===== src/rtl/ram_word_reader_pkg.sv =====
// rtl/ram_word_reader_pkg.sv - shared RAM geometry and reader FSM state encoding
package ram_word_reader_pkg;

   localparam int RAM_ADDR_W     = 6;
   localparam int RAM_DATA_W     = 32;
   localparam int BYTES_PER_WORD = 4;

   typedef enum logic [2:0] {
      ST_IDLE  = 3'd0,
      ST_ISSUE = 3'd1,
      ST_WAIT  = 3'd2,
      ST_SEND  = 3'd3,
      ST_FIN   = 3'd4
   } state_t;

endpackage


===== src/rtl/word_byte_serializer.sv =====
// rtl/word_byte_serializer.sv - splits one RAM word into bytes, MSB first, on a valid/ready port
module word_byte_serializer
   import ram_word_reader_pkg::*;
(
   input  logic        clk_i,
   input  logic        rst_i,
   input  logic        load_i,
   input  logic [31:0] word_i,
   output logic [7:0]  byte_o,
   output logic        valid_o,
   input  logic        ready_i,
   output logic        last_o
);

   logic [31:0] word_q, word_d;
   logic [1:0]  idx_q, idx_d;
   logic        valid_q, valid_d;

   always_ff @(posedge clk_i) begin
      if (rst_i) begin
         word_q  <= '0;
         idx_q   <= '0;
         valid_q <= 1'b0;
      end else begin
         word_q  <= word_d;
         idx_q   <= idx_d;
         valid_q <= valid_d;
      end
   end

   // The word is held unchanged; idx selects the byte, so a stalled byte stays stable.
   always_comb begin
      word_d  = word_q;
      idx_d   = idx_q;
      valid_d = valid_q;
      if (load_i) begin
         word_d  = word_i;
         idx_d   = 2'(BYTES_PER_WORD - 1);
         valid_d = 1'b1;
      end else if (valid_q && ready_i) begin
         if (idx_q != 2'd0) begin
            idx_d = idx_q - 2'd1;
         end else begin
            valid_d = 1'b0;
         end
      end
   end

   assign byte_o  = word_q[{idx_q, 3'b000} +: 8];
   assign valid_o = valid_q;
   assign last_o  = valid_q && (idx_q == 2'd0);

endmodule


===== src/rtl/ram_word_reader.sv =====
// rtl/ram_word_reader.sv - streams Word_Count RAM words from Start_Addr as bytes, MSB first
module ram_word_reader
   import ram_word_reader_pkg::*;
#(
   parameter int ADDR_W = RAM_ADDR_W,
   parameter int DATA_W = RAM_DATA_W
) (
   input  logic              Clk,
   input  logic              Rst,
   input  logic              Start,
   input  logic [ADDR_W-1:0] Start_Addr,
   input  logic [ADDR_W:0]   Word_Count,
   output logic [ADDR_W-1:0] Mem_Addr,
   output logic              Mem_Read,
   output logic              Mem_Write,
   input  logic [DATA_W-1:0] Mem_R_Data,
   output logic [7:0]        Byte_Out,
   output logic              Byte_Valid,
   input  logic              Byte_Ready,
   output logic              Busy,
   output logic              Done
);

   localparam logic [ADDR_W:0] MAX_WORDS = {1'b1, {ADDR_W{1'b0}}};
   localparam logic [ADDR_W:0] ONE_WORD  = {{ADDR_W{1'b0}}, 1'b1};

   state_t            state_q, state_d;
   logic [ADDR_W-1:0] addr_q, addr_d;
   logic [ADDR_W:0]   remaining_q, remaining_d;
   logic              busy_q, busy_d;
   logic              done_q, done_d;
   logic              load;
   logic              last_byte;
   logic [ADDR_W:0]   count_clamped;

   always_ff @(posedge Clk) begin
      if (Rst) begin
         state_q     <= ST_IDLE;
         addr_q      <= '0;
         remaining_q <= '0;
         busy_q      <= 1'b0;
         done_q      <= 1'b0;
      end else begin
         state_q     <= state_d;
         addr_q      <= addr_d;
         remaining_q <= remaining_d;
         busy_q      <= busy_d;
         done_q      <= done_d;
      end
   end

   assign count_clamped = (Word_Count > MAX_WORDS) ? MAX_WORDS : Word_Count;

   always_comb begin
      state_d     = state_q;
      addr_d      = addr_q;
      remaining_d = remaining_q;
      busy_d      = busy_q;
      done_d      = 1'b0;
      load        = 1'b0;
      case (state_q)
         ST_IDLE: begin
            if (Start) begin
               addr_d      = Start_Addr;
               remaining_d = count_clamped;
               busy_d      = 1'b1;
               state_d     = (Word_Count == '0) ? ST_FIN : ST_ISSUE;
            end
         end
         ST_ISSUE: state_d = ST_WAIT;
         ST_WAIT: begin
            load    = 1'b1;
            state_d = ST_SEND;
         end
         ST_SEND: begin
            // Address and word count advance only once the whole word has been accepted.
            if (last_byte && Byte_Ready) begin
               remaining_d = remaining_q - ONE_WORD;
               addr_d      = addr_q + 1'b1;
               state_d     = (remaining_q != ONE_WORD) ? ST_ISSUE : ST_FIN;
            end
         end
         ST_FIN: begin
            done_d  = 1'b1;
            busy_d  = 1'b0;
            state_d = ST_IDLE;
         end
         default: state_d = ST_IDLE;
      endcase
   end

   word_byte_serializer u_serializer (
      .clk_i   (Clk),
      .rst_i   (Rst),
      .load_i  (load),
      .word_i  (Mem_R_Data[31:0]),
      .byte_o  (Byte_Out),
      .valid_o (Byte_Valid),
      .ready_i (Byte_Ready),
      .last_o  (last_byte)
   );

   assign Mem_Addr  = addr_q;
   assign Mem_Read  = (state_q == ST_ISSUE);
   assign Mem_Write = 1'b0;
   assign Busy      = busy_q;
   assign Done      = done_q;

endmodule


===== config.mk =====
export PLATFORM = sky130hd
export DESIGN_NAME = ram_word_reader
export DESIGN_NICKNAME = d
export VERILOG_FILES = /design/src/rtl/ram_word_reader_pkg.sv /design/src/rtl/word_byte_serializer.sv /design/src/rtl/ram_word_reader.sv
export SDC_FILE = /design/constraint.sdc
export NUM_CORES = 1
export LEC_CHECK = 0
export ABC_AREA = 1
export BUFFER_PORTS_ARGS = -buffer_cell sky130_fd_sc_hd__buf_2
export CORE_MARGIN = 2
export CORE_UTILIZATION = 40
export DETAILED_ROUTE_END_ITERATION = 12
export MAX_ROUTING_LAYER = met4
export PLACE_DENSITY_LB_ADDON = 0.12
export SLEW_MARGIN = 15
export SYNTH_ARGS = -nofsm -noshare
export SYNTH_HDL_FRONTEND = slang
export SYNTH_SLANG_ARGS = --single-unit

===== constraint.sdc =====
create_clock -name Clk -period 2.55 [get_ports Clk]
set_clock_uncertainty 0.1 [all_clocks]
set_input_delay 0.51 -clock Clk [delete_from_list [all_inputs] [get_ports Clk]]
set_output_delay 0.51 -clock Clk [all_outputs]
set_load 0.1 [all_outputs]

======== Word level (Yosys, flattened, before mapping) ========
Cells that the tools add are included.
word-level totals
  flip-flop bits (word level) ............. 53
  input port bits ......................... 49
  output and inout bits ................... 19
  word-level logic and storage cells ...... 59
operators by class
  add/subtract/negate cells ............... 3
  $lt $le $gt $ge ......................... 1
  eq/ne operators ......................... 8
  shift-type cells ........................ 1
  mux-type cells .......................... 22
  reductions and logical operators ........ 16
operators by type and width
  kind                 number
  $shiftx 32x6->8      1
  $mux 7               3
  $pmux 7 s2           1
  $mux 3               4
  $mux 6               2
  $pmux 3 s4           1
  $pmux 6 s2           1
  $reduce_bool 2->1    5
  $reduce_and 2->1     4
  $gt 7x7->1 const B   1
  $logic_not 7->1      1
  $ne 7x1->1 const B   1
  $sub 7x1->7 const B  1
  $add 6x1->6 const B  1
  $eq 3x2->1 const B   2
  $mux 1               6
  $mux 2               3
  $ne 2x2->1 const B   3
  $eq 3x1->1 const B   1
  $eq 3x3->1 const B   1
  $logic_and 1x1->1    3
  $logic_not 3->1      1
  $reduce_and 3->1     1
  $logic_not 2->1      1
  other kinds (2)      2

======== Logic depth before layout (Yosys ltp) ========
Gate-level depths: netlist of the first run.
  depth in word-level cells ............... 5
  mapped depth ............................ 12
  gate-level depth less buffers ........... 9

======== Modules after synthesis ========
A second synthesis of the first run with hierarchy kept.
second synthesis, totals
  cell total of the unflattened synthesis .. 399
  area total of the unflattened synthesis .. 2766.4 µm²
by module, submodules not included
  module                instances  cells each  area each (µm²)  seq. area each (µm²)
  word_byte_serializer  1          216         1612.8           700.7
  ram_word_reader       1          183         1153.6           360.3

======== Worst setup path after synthesis of the first run ========
Ideal clock, no wire load.
  path type ............................... reg2out
  start point ............................. reg state_q[0]
  end point ............................... out Mem_Read
  arrival time ............................ 2495 ps
  required time ........................... 1940 ps
  slack ................................... -555 ps
  stages on the path, launching flop included .. 3
  buffers on the path ..................... 0
  path through ............................ dfxtp_1 > inv_1 > nor3_1
on the way
  longest elaborated chain between the ends .. 1
ends and longest elaborated chain
  item                    RTL line                RTL
  from (decl)             ram_word_reader.sv:27   state_t state_q, state_d;
  from (signal assigned)  ram_word_reader.sv:44   state_q <= state_d;
  $eq 3x1->1              ram_word_reader.sv:104  assign Mem_Read = (state_q == ST_ISSUE);
  to (decl)               ram_word_reader.sv:14   output logic Mem_Read,
Every way passes these cells.

======== Worst setup path after layout of the first run ========
  start point ............................. reg u_serializer.idx_q[0]
  end point ............................... out Byte_Out[5]
on the way
  longest elaborated chain between the ends .. 1
ends and longest elaborated chain
  item                    RTL line                    RTL
  from (decl)             word_byte_serializer.sv:16  logic [1:0] idx_q, idx_d;
  from (signal assigned)  word_byte_serializer.sv:26  idx_q <= idx_d;
  $shiftx 32x6->8         word_byte_serializer.sv:49  assign byte_o = word_q[{idx_q, 3'b000} +: 8];
  to (decl)               ram_word_reader.sv:17       output logic [7:0] Byte_Out,
Every way passes these cells.

==> results of run 1 <==
[power by group through the flow]
stage	Sequential [mW]	Combinational, mW	Clock [mW]
after global placement	1.35	2.94	0
final	1.34	2.96	0.601
after CTS	1.34	2.97	0.608
after detailed placement	1.35	2.96	0
after floorplan	1.60	1.91	0
after global routing	1.38	3.20	0.642
[layout make-up]
| cell class | count | area (sq um) | share of cell area, % |
|---|---|---|---|
| clock inverters | 2 | 37.5 | 1.16 |
| multi-input cells | 250 | 1250 | 38.5 |
| clock buffers | 6 | 82.6 | 2.54 |
| well taps | 77 | 96.3 | 2.97 |
| inverters | 56 | 210 | 6.47 |
| flip-flops and latches | 53 | 1060 | 32.7 |
| repair buffers | 74 | 510 | 15.7 |
[final timing paths]
| kind | slack, ps | startpoint | end |
|---|---|---|---|
| min reg2reg | 350 | u_serializer.word_q[23] | u_serializer.word_q[23] |
| max reg2reg | 570 | state_q[2] | u_serializer.word_q[30] |
| min | 350 | u_serializer.word_q[23] | u_serializer.word_q[23] |
| max | 150 | u_serializer.idx_q[0] | Byte_Out[5] |
[per-stage QoR]
| step | total power, mW | instance area [sq um] | std cells |
|---|---|---|---|
| floorplan | 3.51 | 2620 | 380 |
| global route | 5.22 | 3250 | 518 |
| CTS | 4.92 | 3250 | 518 |
| detailed placement | 4.31 | 3130 | 510 |
| global placement | 4.29 | 3130 | 510 |
| finish | 4.90 | 3250 | 518 |
[routing by layer]
| layer | up-vias | track usage, % | wire length, um |
|---|---|---|---|
| met5 | - | - | 0 |
| met4 | 0 | 6.35 | 131 |
| met3 | 12 | 3.54 | 378 |
| met2 | 61 | 27.8 | 2750 |
| met1 | 1148 | 26.4 | 3270 |
| li1 | 1355 | - | - |
[worst max-delay path: cells and delay by family (launching register included)]
family | cells | cell delay (ps)
AOI/OAI and AO/OA | 3 | 410
buffers and inverters | 3 | 540
DFF | 1 | 520
[flip-flops by register name (all words and copies together) (netlist names)]
signal	cells
Busy	1
Done	1
Mem_Addr	6
remaining_q	7
state_q	3
u_serializer.idx_q	2
u_serializer.valid_o	1
u_serializer.word_q	32
[placed cells by master, fill, tap and decap left out, types with 8 or more instances in the layout]
cell and count:
buf_12 8, nand2_1 59, inv_1 55, buf_4 8, buf_2 58, nor2_1 25
nand3_1 14, a21oi_1 64, a21oi_2 8, dfxtp_1 53, o21ai_0 56
[cell families (layout without fill, tap and decap cells)]
family	Yosys count	after routing	synth area share, %
XOR/XNOR	1	1	0.339
flip-flops	53	53	41.1
other	1	1	0.145
adder cells (fa/ha/maj)	4	4	1.94
AND/OR/NAND/NOR	111	111	18.2
AO/OA/AOI/OAI	133	133	26.2
buffers and inverters	77	138	12.1
==> results.toml, run 1 <==
[setup_path]
cpPeakStageDelay_ps = 520
critPathKind = "reg2out"
critPathSlowestCell = "dfxtp_1"
required_ps = 1940
crit_arrival_ps = 1790
crit_path_end_kind = "primary output"
cp-start-kind = "flip-flop"
path_max_fanout = 24
reg2reg_depth = 5
path_cells = "inv_1, buf_4, o21ai_0, a21oi_1, a21oi_2, buf_12"

[synthesis]
yosys.area.top_type = "dfxtp_1"
synth.distinct_cells = 29
syn_area_per_cell_sq_um = 6.80
ys_seq_area_share_pct = 41.1
netlist_instances = 380
synth_edf_count = 0
syn_area_sq_mm = 0.00258
synth_area_leaders = "dfxtp_1 (41%), a21oi_1 (14%), o21ai_0 (11%)"
syn_nets = 433
yosys.area.top_type_share_pct = 41.1
synth_flop_cell = "dfxtp_1"
synthTopCellsByCount = "a21oi_1 (72), nand2_1 (59), o21ai_0 (56)"
synthArstFlopShare_pct = 0
ys_ff_latch = 53
yosysWarnings = 0
synth.most_common_cell = "a21oi_1"

[clock_network]
cts.sinks = 53
cts_resized = 0
clock_latency_ps = 300
clk_path_buf_depth = 2
postCtsSetupBuffers = 0
hold_buffers = 0
cts.clk_slew.worst_paths_ps = 90
tritoncts = "done"
clock-root-buffer = "clkbuf_8"
cts_made_buffers = 5
htreeDepth = 2

[layout]
n_fill_cell = 668
fin_util_pct = 51.4
nets = 493
syn_to_final_growth_pct = 25.8
diodes = 0
drive_gt1_share_pct = 22.0

[timing]
fmax_ghz = 0.417
finalSetupViolCount = 0
hold_viol = 0
period_minus_slack_ps = 2400
whs_ps = 348
setup_slack_ps = 152
worst_pin_slew_ps = 642
rsz0062_at_grt = "false"
min_period_over_period_pct = 94.0
slew_violations = 0
setup_tns_ps = 0
maxSlewHeadroom_pct = 57.1

[grt]
antenna_found_initial = 0
grt_overflow = 0
track_usage_pct = 19.0
grt_pass1_vias = 2297
grt_max_degree = 37
grt_pass1_wl_mm = 10.6

[drt]
postRouteWirelength_mm = 6.53
antenna_left = 0
drc = 0
dr.pass1.iters = 4
via_per_inst = 4.97
initialDrtViolationCount = 174
vias = 2576
wire_per_inst_um = 12.6

[pwr]
p_sw_mw = 2.56
seqPwrFrac_pct = 27.3
p_sw_share_pct = 52.2
leakage_nw = 1.40
power.density_mw_per_mm2 = 1510
p_int_mw = 2.34
combinationalPowerShare_pct = 60.4
vdd_drop_max_uv = 1010
p_clk_share_pct = 12.3

[hold_path]
hold_path.class = "reg2reg"
holdPathStages = 2

[floorplanning]
row_count = 29
die_height_um = 84.4
core-area_sq_mm = 0.00631
dieArea_sq_mm = 0.00711
start_util_pct = 40.9
ios = 68
die_w_um = 84.4

[place]
gp_congestion = 0.853
place_hpwl_mm = 4.82
place_worst_setup_slack_ps = 508
portBuffers = 66

[run]
maxCapViolCount = 0

[status]
status = "complete, no violations"
(Power assumes the default switching activity.)
==> inputs of run 2 (changes only) <==
--- a/constraint.sdc
+++ b/constraint.sdc
@@ -4,2 +4,2 @@
 set_output_delay 0.51 -clock Clk [all_outputs]
-set_load 0.1 [all_outputs]
+set_load 0.01 [all_outputs]
==> run 2 against run 1 <==
Sequential power barely moved. Non-clock buffer count rose by 2. Clock power fell by 4.8%. Utilization fell by 2.4 points. Maximum frequency rose by 13%. Global-route usage fell by 1.0 points. Worst hold slack barely moved. Combinational power fell by 47%. Critical path depth did not move. Clock-buffer cell count did not move. Highest routed layer unchanged.
==> results.toml, run 2 (synthesis results as in run 1) <==
[pwr]
power.density_mw_per_mm2 = 1120
power.total_mw = 3.46
vdd_drop_max_uv = 737
leakage_nw = 1.38

[clock_network]
clock_latency_ps = 300
cts_made_buffers = 5
tritoncts = "done"
cts.clk_slew.worst_paths_ps = 100
htreeDepth = 2
postCtsSetupBuffers = 0
hold_buffers = 0
clk_path_buf_depth = 2
cts_resized = 0
clock-root-buffer = "clkbuf_8"
cts.sinks = 53

[grt]
grt_pass1_vias = 2220
antenna_found_initial = 0
track_usage_pct = 18.0
grt_max_degree = 37
grt_overflow = 0
grt_pass1_wl_mm = 10.3

[timing]
worst_pin_slew_ps = 620
period_minus_slack_ps = 2120
maxSlewHeadroom_pct = 58.6
hold_viol = 0
setup_tns_ps = 0
slew_violations = 0
setup_slack_ps = 428
min_period_over_period_pct = 83.2
fmax_ghz = 0.471
rsz0062_at_grt = "false"
finalSetupViolCount = 0

[drt]
postRouteWirelength_mm = 6.24
wire_per_inst_um = 12.0
antenna_left = 0
vias = 2533
via_per_inst = 4.87
drc = 0
dr.pass1.iters = 5
initialDrtViolationCount = 103

[run]
maxCapViolCount = 0

[place]
place_hpwl_mm = 4.49
dp.cells = 512
place_worst_setup_slack_ps = 670
portBuffers = 66
gp_congestion = 0.886

[layout]
nets = 495
final_cells = 520
drive_gt1_share_pct = 20.1
n_fill_cell = 681
syn_to_final_growth_pct = 20.0
fin_util_pct = 49.1
top_register = "u_serializer.word_q"
largest_register_ffs = 32
layout_common_cells = "a21oi_1 (72), buf_2 (66), nand2_1 (59)"
diodes = 0
final_common_cell = "a21oi_1"

[floorplanning]
die_w_um = 84.4
ios = 68
row_count = 29
dieArea_sq_mm = 0.00711
start_util_pct = 40.9
die_height_um = 84.4
core-area_sq_mm = 0.00631

[setup_path]
reg2reg_depth = 8
path_max_fanout = 21
crit_path_end_kind = "primary output"
critPathKind = "reg2out"
r2r_start = "u_serializer.idx_q[0]"
required_ps = 1940
r2r_slack_ps = 690
cp-start-kind = "flip-flop"
r2r_end = "remaining_q[5]"
crit_arrival_ps = 1510

[status]
status = "complete, no violations"

[hold_path]
hold_end = "u_serializer.word_q[18]"
hold_path.class = "reg2reg"
holdPathStages = 2
hp-start = "u_serializer.word_q[18]"
[run 2: layer usage]
| metal | GRT usage (%) | wire length [um] | up-vias | share of wire [%] |
|---|---|---|---|---|
| li1 | - | - | 1355 | - |
| met1 | 26.1 | 3240 | 1110 | 52 |
| met2 | 25.4 | 2640 | 57 | 42 |
| met3 | 3.83 | 260 | 11 | 4.2 |
| met4 | 4.76 | 99 | 0 | 1.6 |
| met5 | - | 0 | - | 0 |
[run 2: worst max-delay path, cell delays in order, from the launching register on]
cell	delay, ps
dfxtp_1	320
inv_1	130
buf_4	260
o21ai_0	100
a21oi_1	200
a21oi_1	60
buf_2	140
[run 2: where the power goes]
part / switching, mW / leakage (nW) / internal (mW) / total, mW
Sequential: 0.185 / 0.435 / 1.12 / 1.31
Combinational: 0.995 / 0.885 / 0.587 / 1.58
Clock: 0.277 / 0.0554 / 0.295 / 0.572
[run 2: layout make-up]
cell class | count | area, sq um | area share [%]
Sequential cell | 53 | 1060 | 34.2
Clock buffer | 6 | 72.6 | 2.34
Tap cell | 77 | 96.3 | 3.11
Inverter | 56 | 210 | 6.78
Clock inverter | 2 | 38.8 | 1.25
Multi-Input combinational cell | 250 | 1210 | 39.2
Timing Repair Buffer | 76 | 405 | 13.1
[run 2: stage by stage]
stage	hold WS, ps	cell area, sq um
finish	348	3100
global route	366	3100
CTS	349	3100
detailed placement	334	2990
global placement	331	2990
floorplan	323	2580
[run 2: how the worst max path moves through the flow]
stage                                     start                 endpoint  slack (ps)  depth (start not counted)
final                     u_serializer.idx_q[0]              Byte_Out[5]         430                          6
after global routing      u_serializer.idx_q[0]              Byte_Out[2]         270                          6
after CTS                 u_serializer.idx_q[0]              Byte_Out[2]         410                          6
after detailed placement             state_q[2]  u_serializer.word_q[21]         670                          5
after global placement    u_serializer.idx_q[0]              Mem_Addr[3]         720                          9
after floorplan           u_serializer.idx_q[0]           remaining_q[5]         630                         10
==> inputs of run 3 (changes only) <==
Settings changed: ABC_AREA 1 to 0.
Clock period 2.55 ns to 1.9 ns, I/O delays scaled along.
==> run 3 against run 2 <==
The run now ends with setup timing left. Combinational power shrank 65%. Critical endpoint is now Byte_Out[6]. Non-clock buffer count grew 3. Largest power group is now sequential cells. Critical path depth shrank 3. Synthesized cell count shrank 20%. Clock-buffer cell count shrank 1. Utilization grew 1.4 points.
==> results.toml, run 3 <==
[timing]
worst_pin_slew_ps = 498
rsz0062_at_grt = "true"
fmax_ghz = 0.512
maxSlewHeadroom_pct = 66.5
period_minus_slack_ps = 1950
finalSetupViolCount = 7
min_period_over_period_pct = 103
slew_violations = 0
setup_tns_ps = -274
whs_ps = 188
setup_slack_ps = -52.8
hold_viol = 0

[setup_path]
crit_path_end_kind = "primary output"
path_max_fanout = 5
cp-endpoint = "Byte_Out[6]"
required_ps = 1420
critPathKind = "reg2out"
crit_arrival_ps = 1470
r2r_start = "state_q[1]"
r2r_slack_ps = 210
cp-startpoint = "u_serializer.idx_q[1]"
cp-start-kind = "flip-flop"
r2r_end = "Mem_Addr[1]"
reg2reg_depth = 5

[synthesis]
netlist_instances = 303
synth_flop_cell = "dfxtp_1"
yosysWarnings = 0
yosys.area.top_type = "dfxtp_1"
ys_ff_latch = 53
syn_area_per_cell_sq_um = 8.49
synth.distinct_cells = 45
synth_edf_count = 0
syn_nets = 356
synth_area_leaders = "dfxtp_1 (41%), nand2_1 (10%), a21oi_1 (9.1%)"
synth.most_common_cell = "nand2_1"
ys_seq_area_share_pct = 41.2
yosys.area.top_type_share_pct = 41.2
synthArstFlopShare_pct = 0
synthTopCellsByCount = "nand2_1 (69), dfxtp_1 (53), a21oi_1 (47)"
syn_area_sq_mm = 0.00257

[hold_path]
hold_path.class = "in2reg"
holdPathStages = 3

[layout]
top_register = "u_serializer.word_q"
n_fill_cell = 653
diodes = 0
largest_register_ffs = 32
final_cells = 445
nets = 420
fin_area_sq_mm = 0.00317
drive_gt1_share_pct = 28.8
fin_util_pct = 50.5
layout_common_cells = "nand2_1 (69), buf_2 (59), dfxtp_1 (51)"
final_common_cell = "nand2_1"
syn_to_final_growth_pct = 23.2

[clock_network]
cts_made_buffers = 5
clock-root-buffer = "clkbuf_8"
clk_path_buf_depth = 2
cts.sinks = 53
htreeDepth = 2
tritoncts = "done"
clock_latency_ps = 320
cts.clk_slew.worst_paths_ps = 100

[pwr]
vdd_drop_max_uv = 375
leakage_nw = 1.29
power.total_mw = 2.48
power.density_mw_per_mm2 = 782

[drt]
wire_per_inst_um = 13.5
vias = 2294
initialDrtViolationCount = 72
via_per_inst = 5.16
postRouteWirelength_mm = 6.01
drc = 0
antenna_left = 0
dr.pass1.iters = 5

[floorplanning]
row_count = 29
die_w_um = 84.2
start_util_pct = 41.0
ios = 68
core-area_sq_mm = 0.00628
dieArea_sq_mm = 0.00709
die_height_um = 84.2

[status]
status = "complete, but fails checks"
failed_checks = "setup timing"

[run]
maxCapViolCount = 0

[grt]
grt_pass1_wl_mm = 9.84
grt_pass1_vias = 2093
grt_overflow = 0
track_usage_pct = 17.4
grt_max_degree = 37
antenna_found_initial = 0

[place]
place_area_sq_mm = 0.00300
gp_congestion = 0.779
portBuffers = 66
place_worst_setup_slack_ps = 130
place_hpwl_mm = 3.94
dp.cells = 435
run 3: kinds of logic (layout without fill, tap and decap cells):
| group | after synthesis | in the layout | synth area share [%] |
|---|---|---|---|
| DFF | 53 | 53 | 41.2 |
| muxes | 8 | 8 | 7.00 |
| AOI/OAI and AO/OA | 79 | 79 | 18.6 |
| buffers and inverters | 28 | 93 | 6.37 |
| adders and majority gates | 4 | 4 | 1.95 |
| and+or+nand+nor | 129 | 129 | 24.3 |
| xor gates and xnor gates | 1 | 1 | 0.341 |
| other | 1 | 1 | 0.146 |
run 3: where the power goes:
part,internal [mW],switching (mW),total [mW]
Clock,0.263,0.407,0.670
Combinational,0.274,0.287,0.560
Sequential,1.19,0.0552,1.25
Total,1.73,0.749,2.48
run 3: routing by layer:
| metal | GRT usage, % | vias up | routed length (um) |
|---|---|---|---|
| li1 | - | 1183 | - |
| met1 | 24.4 | 1061 | 2970 |
| met2 | 25.7 | 45 | 2700 |
| met3 | 3.83 | 5 | 281 |
| met4 | 4.40 | 0 | 66 |
| met5 | - | - | 0 |
run 3: worst max-delay path: stages, from the launching register on:
cell     delay (ps)
dfxtp_2         360
buf_6           140
mux4_2          520
buf_6           140
run 3: repair_timing:
| action | CTS | global route |
|---|---|---|
| resized for setup | 7 | 5 |
| hold buffers | 0 | 0 |
| pin swaps | 0 | 1 |
| setup buffers | 2 | 1 |
| setup endpoints to repair | 8 | 14 |
run 3: worst min path at each step:
stage                                  startpoint                       to
after global routing               Mem_R_Data[25]  u_serializer.word_q[25]
after floorplan           u_serializer.word_q[10]  u_serializer.word_q[10]
after detailed placement  u_serializer.word_q[27]  u_serializer.word_q[27]
after global placement    u_serializer.word_q[30]  u_serializer.word_q[30]
final                               Mem_R_Data[1]   u_serializer.word_q[1]
after CTS                          Mem_R_Data[11]  u_serializer.word_q[11]
run 3: layout make-up:
class	count	area, sq um	area share, %
multi-input combinational	222	1350	42.7
timing repair buffer	79	542	17.1
inverter	6	22.5	0.711
sequential	53	1060	33.6
clock inverter	3	21.3	0.671
tap	77	96.3	3.04
clock buffer	5	68.8	2.17
